==> config.mk <==
export PLATFORM = sky130hd
export DESIGN_NAME = processor
export DESIGN_NICKNAME = d
export VERILOG_FILES = /design/src/rtl/processor.sv
export SDC_FILE = /design/constraint.sdc
export NUM_CORES = 2
export LEC_CHECK = 0
export BUFFER_PORTS_ARGS = -buffer_cell sky130_fd_sc_hd__buf_4
export CORE_UTILIZATION = 45
export CTS_CLUSTER_DIAMETER = 120
export DETAILED_ROUTE_END_ITERATION = 10
export RECOVER_POWER = 50
export SYNTH_ARGS = -nofsm -noshare
export SYNTH_HDL_FRONTEND = slang
export SYNTH_SLANG_ARGS = --single-unit
export TNS_END_PERCENT = 50
==> constraint.sdc <==
create_clock -name clk -period 5.55 [get_ports clk]
set_clock_uncertainty 0.2 [all_clocks]
set_input_delay 0.555 -clock clk [delete_from_list [all_inputs] [get_ports clk]]
set_output_delay 0.555 -clock clk [all_outputs]
set_load 0.1 [all_outputs]
==> src/rtl/processor.sv <==
// rtl/processor.sv - single-cycle RV32I-subset core with external instruction/data memories
// Decode, ALU and memory access are combinational; pc and register file update on posedge.
module processor #(
    parameter logic [31:0] RESET_PC = 32'h0000_0000
) (
    input  logic        clk,
    input  logic        reset,
    output logic [31:0] pc,
    input  logic [31:0] instruction,
    output logic        write_enable,
    output logic [31:0] address_to_mem,
    output logic [31:0] data_to_mem,
    input  logic [31:0] data_from_mem
);

    localparam logic [6:0] OP_R     = 7'b0110011;
    localparam logic [6:0] OP_I     = 7'b0010011;
    localparam logic [6:0] OP_LOAD  = 7'b0000011;
    localparam logic [6:0] OP_STORE = 7'b0100011;
    localparam logic [6:0] OP_BR    = 7'b1100011;
    localparam logic [6:0] OP_LUI   = 7'b0110111;
    localparam logic [6:0] OP_AUIPC = 7'b0010111;
    localparam logic [6:0] OP_JAL   = 7'b1101111;
    localparam logic [6:0] OP_JALR  = 7'b1100111;

    logic [31:0] pc_q, pc_d;
    logic [31:0] regs_q [0:31];

    logic [6:0]  opcode, funct7;
    logic [4:0]  rd, rs1, rs2;
    logic [2:0]  funct3;
    logic [31:0] imm_i, imm_s, imm_b, imm_u, imm_j;
    logic [31:0] rs1_val, rs2_val, pc_plus4;
    logic [31:0] alu_b, alu_y, rd_wdata;
    logic        alu_ok, br_taken, rd_we, store;

    assign opcode = instruction[6:0];
    assign rd     = instruction[11:7];
    assign funct3 = instruction[14:12];
    assign rs1    = instruction[19:15];
    assign rs2    = instruction[24:20];
    assign funct7 = instruction[31:25];

    assign imm_i = {{20{instruction[31]}}, instruction[31:20]};
    assign imm_s = {{20{instruction[31]}}, instruction[31:25], instruction[11:7]};
    assign imm_b = {{19{instruction[31]}}, instruction[31], instruction[7],
                    instruction[30:25], instruction[11:8], 1'b0};
    assign imm_u = {instruction[31:12], 12'h000};
    assign imm_j = {{11{instruction[31]}}, instruction[31], instruction[19:12],
                    instruction[20], instruction[30:21], 1'b0};

    assign rs1_val  = (rs1 == 5'd0) ? 32'h0 : regs_q[rs1];
    assign rs2_val  = (rs2 == 5'd0) ? 32'h0 : regs_q[rs2];
    assign pc_plus4 = pc_q + 32'd4;

    // For OP-IMM, funct7 only qualifies shifts; elsewhere those bits are immediate.
    always_comb begin
        alu_b  = (opcode == OP_R) ? rs2_val : imm_i;
        alu_ok = 1'b1;
        alu_y  = 32'h0;
        case (funct3)
            3'b000: begin
                if (opcode == OP_R && funct7 == 7'h20) alu_y = rs1_val - alu_b;
                else if (opcode == OP_I || funct7 == 7'h00) alu_y = rs1_val + alu_b;
                else alu_ok = 1'b0;
            end
            3'b001: begin
                if (funct7 == 7'h00) alu_y = rs1_val << alu_b[4:0];
                else alu_ok = 1'b0;
            end
            3'b010: begin
                if (opcode == OP_I || funct7 == 7'h00)
                    alu_y = {31'h0, $signed(rs1_val) < $signed(alu_b)};
                else alu_ok = 1'b0;
            end
            3'b100: begin
                if (opcode == OP_I || funct7 == 7'h00) alu_y = rs1_val ^ alu_b;
                else alu_ok = 1'b0;
            end
            3'b101: begin
                if (funct7 == 7'h00) alu_y = rs1_val >> alu_b[4:0];
                else if (funct7 == 7'h20) alu_y = $unsigned($signed(rs1_val) >>> alu_b[4:0]);
                else alu_ok = 1'b0;
            end
            3'b110: begin
                if (opcode == OP_I || funct7 == 7'h00) alu_y = rs1_val | alu_b;
                else alu_ok = 1'b0;
            end
            3'b111: begin
                if (opcode == OP_I || funct7 == 7'h00) alu_y = rs1_val & alu_b;
                else alu_ok = 1'b0;
            end
            default: alu_ok = 1'b0;
        endcase
    end

    always_comb begin
        br_taken = 1'b0;
        case (funct3)
            3'b000:  br_taken = (rs1_val == rs2_val);
            3'b001:  br_taken = (rs1_val != rs2_val);
            3'b100:  br_taken = ($signed(rs1_val) <  $signed(rs2_val));
            3'b101:  br_taken = ($signed(rs1_val) >= $signed(rs2_val));
            default: br_taken = 1'b0;
        endcase
    end

    always_comb begin
        pc_d     = pc_plus4;
        rd_we    = 1'b0;
        rd_wdata = 32'h0;
        store    = 1'b0;
        case (opcode)
            OP_R, OP_I: begin
                rd_we    = alu_ok;
                rd_wdata = alu_y;
            end
            OP_LOAD: begin
                rd_we    = (funct3 == 3'b010);
                rd_wdata = data_from_mem;
            end
            OP_STORE: store = (funct3 == 3'b010);
            OP_BR:    if (br_taken) pc_d = pc_q + imm_b;
            OP_LUI: begin
                rd_we    = 1'b1;
                rd_wdata = imm_u;
            end
            OP_AUIPC: begin
                rd_we    = 1'b1;
                rd_wdata = pc_q + imm_u;
            end
            OP_JAL: begin
                rd_we    = 1'b1;
                rd_wdata = pc_plus4;
                pc_d     = pc_q + imm_j;
            end
            OP_JALR: begin
                if (funct3 == 3'b000) begin
                    rd_we    = 1'b1;
                    rd_wdata = pc_plus4;
                    pc_d     = (rs1_val + imm_i) & 32'hFFFF_FFFE;
                end
            end
            default: ;
        endcase
    end

    always_ff @(posedge clk or negedge reset) begin
        if (!reset) begin
            pc_q <= RESET_PC;
            for (int k = 0; k < 32; k++) regs_q[k] <= 32'h0;
        end else begin
            pc_q <= pc_d;
            if (rd_we && rd != 5'd0) regs_q[rd] <= rd_wdata;
        end
    end

    assign pc             = pc_q;
    assign write_enable   = reset & store;
    assign address_to_mem = rs1_val + ((opcode == OP_STORE) ? imm_s : imm_i);
    assign data_to_mem    = rs2_val;

endmodule

==> key figures <==
STA
  – Final cycle utilization of the critical path: 1.077
  – Slew @ Worst Pin: 2993 ps
  – Setup WS post-layout: -427.3 ps
  – Slew Limit Fails: 816
  – Final hold vios: 0
  – Hold_ws: 203.0 ps
  – F_max: between 150 and 200 MHz
  – RSZ-0062 raised after global routing: true
  – Setup violations, final: 561
  – Worst rel slew slack: -0.9954
  – Final min period: roughly 6000 ps

Routing
  – WL final: ~400000 um
  – Post-route ant nets: 0
  – # DRC: 0
  – Drt first pass iters: 9
  – DR WL/cell: between 30 and 40 um
  – 1st-iter DRT viols: between 9000 and 10000
  – Vias post-DR: ~76000
  – Routed vias/inst: approximately 6.6

Global routing
  – Largest net degree at the start of global routing: ~150
  – Vias in the first global route: about 73000
  – First-pass GRT wire length: 548400 um
  – Grt ovf: 0
  – Initial antenna violation count: 27
  – GRT Total Usage: 0.4708

Synth
  – Number of synthesized flops with an enable pin: 0
  – Syn_nets: slightly below 8000
  – Top-area cell type share of the netlist area: 0.3593
  – Yosys cell types: between 100 and 150
  – Asr flop ratio synth: 1.000
  – Syn Inst Count: 7520
  – Mean Syn Cell Area: ~9.8 um2
  – Register area share after synthesis: 0.3593
  – Cell taking the most area after synthesis: dfrtp_1
  – Yosys warns: 0
  – #FFs+latches synth: 1055
  – Netlist Area Pre-Place: ~73000 um2
  – Ys flop type: dfrtp_1
  – Top post-synthesis cells by area: dfrtp_1 36%, mux4_2 15%, o21ai_0 5.7%

Finish
  – Register area: ~26000 um2
  – Design area: about 100000 um2
  – Final nets: ~9500
  – Layout cell share with drive strength beyond 1: 0.4017
  – # fillers: around 13000
  – Syn-to-layout area delta: 36.55%
  – Footprint of the multi-input gates: 46780 um2
  – Final Core Density: 0.6221

Clock tree
  – Clk slew on worst S/H paths: roughly 60 ps
  – Clk_lat worst skew: a little over 800 ps
  – CTS root buffer: clkbuf_16
  – Clock buffer depth: 3
  – TritonCTS clock tree: done
  – CTS Buf Count: 113
  – Clock sink total: about 1100
  – H-tree depth: 3

Worst setup path
  – Crit Path Max Fanout: 8
  – CP bufs+invs: 9
  – Critical path required time: 6000 ps
  – Kind of cell adding the most delay to the critical path: compound AO/OA/AOI/OAI gates
  – Crit end category: flip-flop
  – Slowest library cell on the worst path: mux4_2
  – WP data arrival: between 6000 and 7000 ps
  – Cell repeated most along the worst path: buf_6
  – Startpoint Class: flip-flop
  – Setup CP Type: flip-flop to flip-flop
  – CP max stage delay: between 500 and 600 ps

Worst hold path
  – HP Class: flip-flop to flip-flop

Place
  – Routability cong.: between 1 and 1.5
  – I/O Buffers: roughly 160
  – Dpl cell area: a little over 90000 um2
  – DP Wirelength: roughly 290000 um

Floorplanning
  – Row cnt: ~150
  – Starting Density: 0.4555
  – Die X-Extent: between 400 and 500 um
  – DIE HEIGHT: 406.1 um
  – I/O pin total: roughly 160
  – Floorplan core area: approximately 160000 um2
  – Die area: around 160000 um2

Power and ir drop
  – Power density cells: ~240 nW/um2
  – Leakage: 45.32 nW
  – VDD IR max: between 300 and 400 uV

Outcome
  – Failing checks: capacitance limit, slew limit, setup timing
  – Status: finished with violations

Run
  – MaxCap Viol Count: 7
[path summary, 6_finish.rpt]
| path | from | to | slack, ps | depth (start not counted) |
|---|---|---|---|---|
| min in group asynchronous | reset | regs_q[19] | 1090 | 2 |
| hold reg to reg | regs_q[1010] | regs_q[1010] | 200 | 0 |
| hold / removal | regs_q[1010] | regs_q[1010] | 200 | 0 |
| setup reg to reg | regs_q[676] | regs_q[504] | -430 | 26 |
| max in group asynchronous | reset | regs_q[448] | 190 | 4 |
| setup / recovery | regs_q[676] | regs_q[504] | -430 | 26 |
[stage by stage]
stage	TNS, ps	cells	power (mW)	worst slack [ps]
after floorplan	-393020	7520	12.08	-894.6
after global placement	-1062520	11040	15.04	-1950
after detailed placement	-1066120	11040	15.04	-1966
after CTS	-36720	11350	23.33	-264.4
after global routing	-175100	11420	24.24	-446.9
final	-111490	11430	23.65	-427.3
[registers in the layout, summed over array words and instances, names as in the netlist]
register  flops
pc           31
regs_q     1024
[layer usage]
layer	wire length (um)	global-route usage
met1	146400	0.5946
met2	169400	0.6924
met3	45950	0.1274
met4	34570	0.3470
met5	136	0
[where the power goes]
part,switching (mW),internal (mW)
Clock,3.45,4.64
Combinational,4.83,2.75
Sequential,0.207,7.77
[logic make-up after synthesis]
family | Yosys count | synth area share
AO/OA/AOI/OAI | 2240 | 0.1898
XOR/XNOR | 175 | 0.02086
adder cells (fa/ha/maj) | 226 | 0.03920
buffers and inverters | 860 | 0.05379
flip-flops | 1055 | 0.3593
multiplexers | 969 | 0.2187
other | 1 | 0.00005103
AND/OR/NAND/NOR | 1994 | 0.1183
[synthesized netlist by cell type (31+ instances only)]
| master | instances |
|---|---|
| o211ai_1 | 31 |
| nand3_1 | 113 |
| buf_2 | 97 |
| nor3_1 | 115 |
| o221ai_1 | 31 |
| mux4_2 | 483 |
| buf_4 | 44 |
| nand4_1 | 42 |
| a211oi_1 | 83 |
| ha_1 | 219 |
| clkbuf_1 | 440 |
| mux2_2 | 195 |
| xor2_1 | 56 |
| buf_6 | 33 |
| nand2b_1 | 47 |
| o21ai_1 | 79 |
| dfrtp_1 | 1055 |
| and3_1 | 32 |
| o31ai_1 | 55 |
| o21ai_0 | 834 |
| mux2i_1 | 277 |
| o21bai_1 | 38 |
| a221oi_1 | 43 |
| buf_1 | 58 |
| inv_1 | 152 |
| nand2_1 | 1043 |
| a31oi_1 | 42 |
| a21o_1 | 110 |
| o22ai_1 | 55 |
| a21oi_1 | 462 |
| xnor2_1 | 119 |
| nor2_1 | 416 |
| nor2b_1 | 40 |
| o21ai_2 | 33 |
| a22oi_1 | 66 |
[cell type report]
cell class,instances,share of cell area
repair buffers,2220,0.1974
flip-flops and latches,1055,0.2631
diodes,16,0.0003990
clock buffers,157,0.03262
inverters,165,0.006646
clock inverters,51,0.006609
well taps,2160,0.02693
multi-input cells,5608,0.4662
[cells in the final DEF (no fill, tap or decap), drive strengths merged, types with 17 or more instances in the layout]
master      n
a2111oi    32
a211o      28
a211oi     83
a21o      110
a21oi     465
a221oi     48
a222oi     17
a22o       19
a22oi      68
a31oi      43
and2       22
and3       32
buf      2180
clkbuf    192
clkinv     35
dfrtp    1055
ha        219
inv       158
mux2      207
mux2i     277
mux4      485
nand2    1043
nand2b     47
nand3     113
nand4      42
nor2      418
nor2b      40
nor3      117
nor4       19
o211ai     32
o21ai     946
o21bai     38
o221ai     32
o22ai      57
o31ai      56
or2        26
or3        28
xnor2     119
xor2       56
[what timing repair did]
action / in CTS / in global routing
gates cloned: 16 / 23
setup buffers: 92 / 56
endpoints found under the hold margin: 43 / 0
pin swaps: 124 / 121
resized for setup: 449 / 275
endpoints found under the setup margin: 802 / 764
hold buffers: 1 / 0
Power figures use the tool's default switching activity.
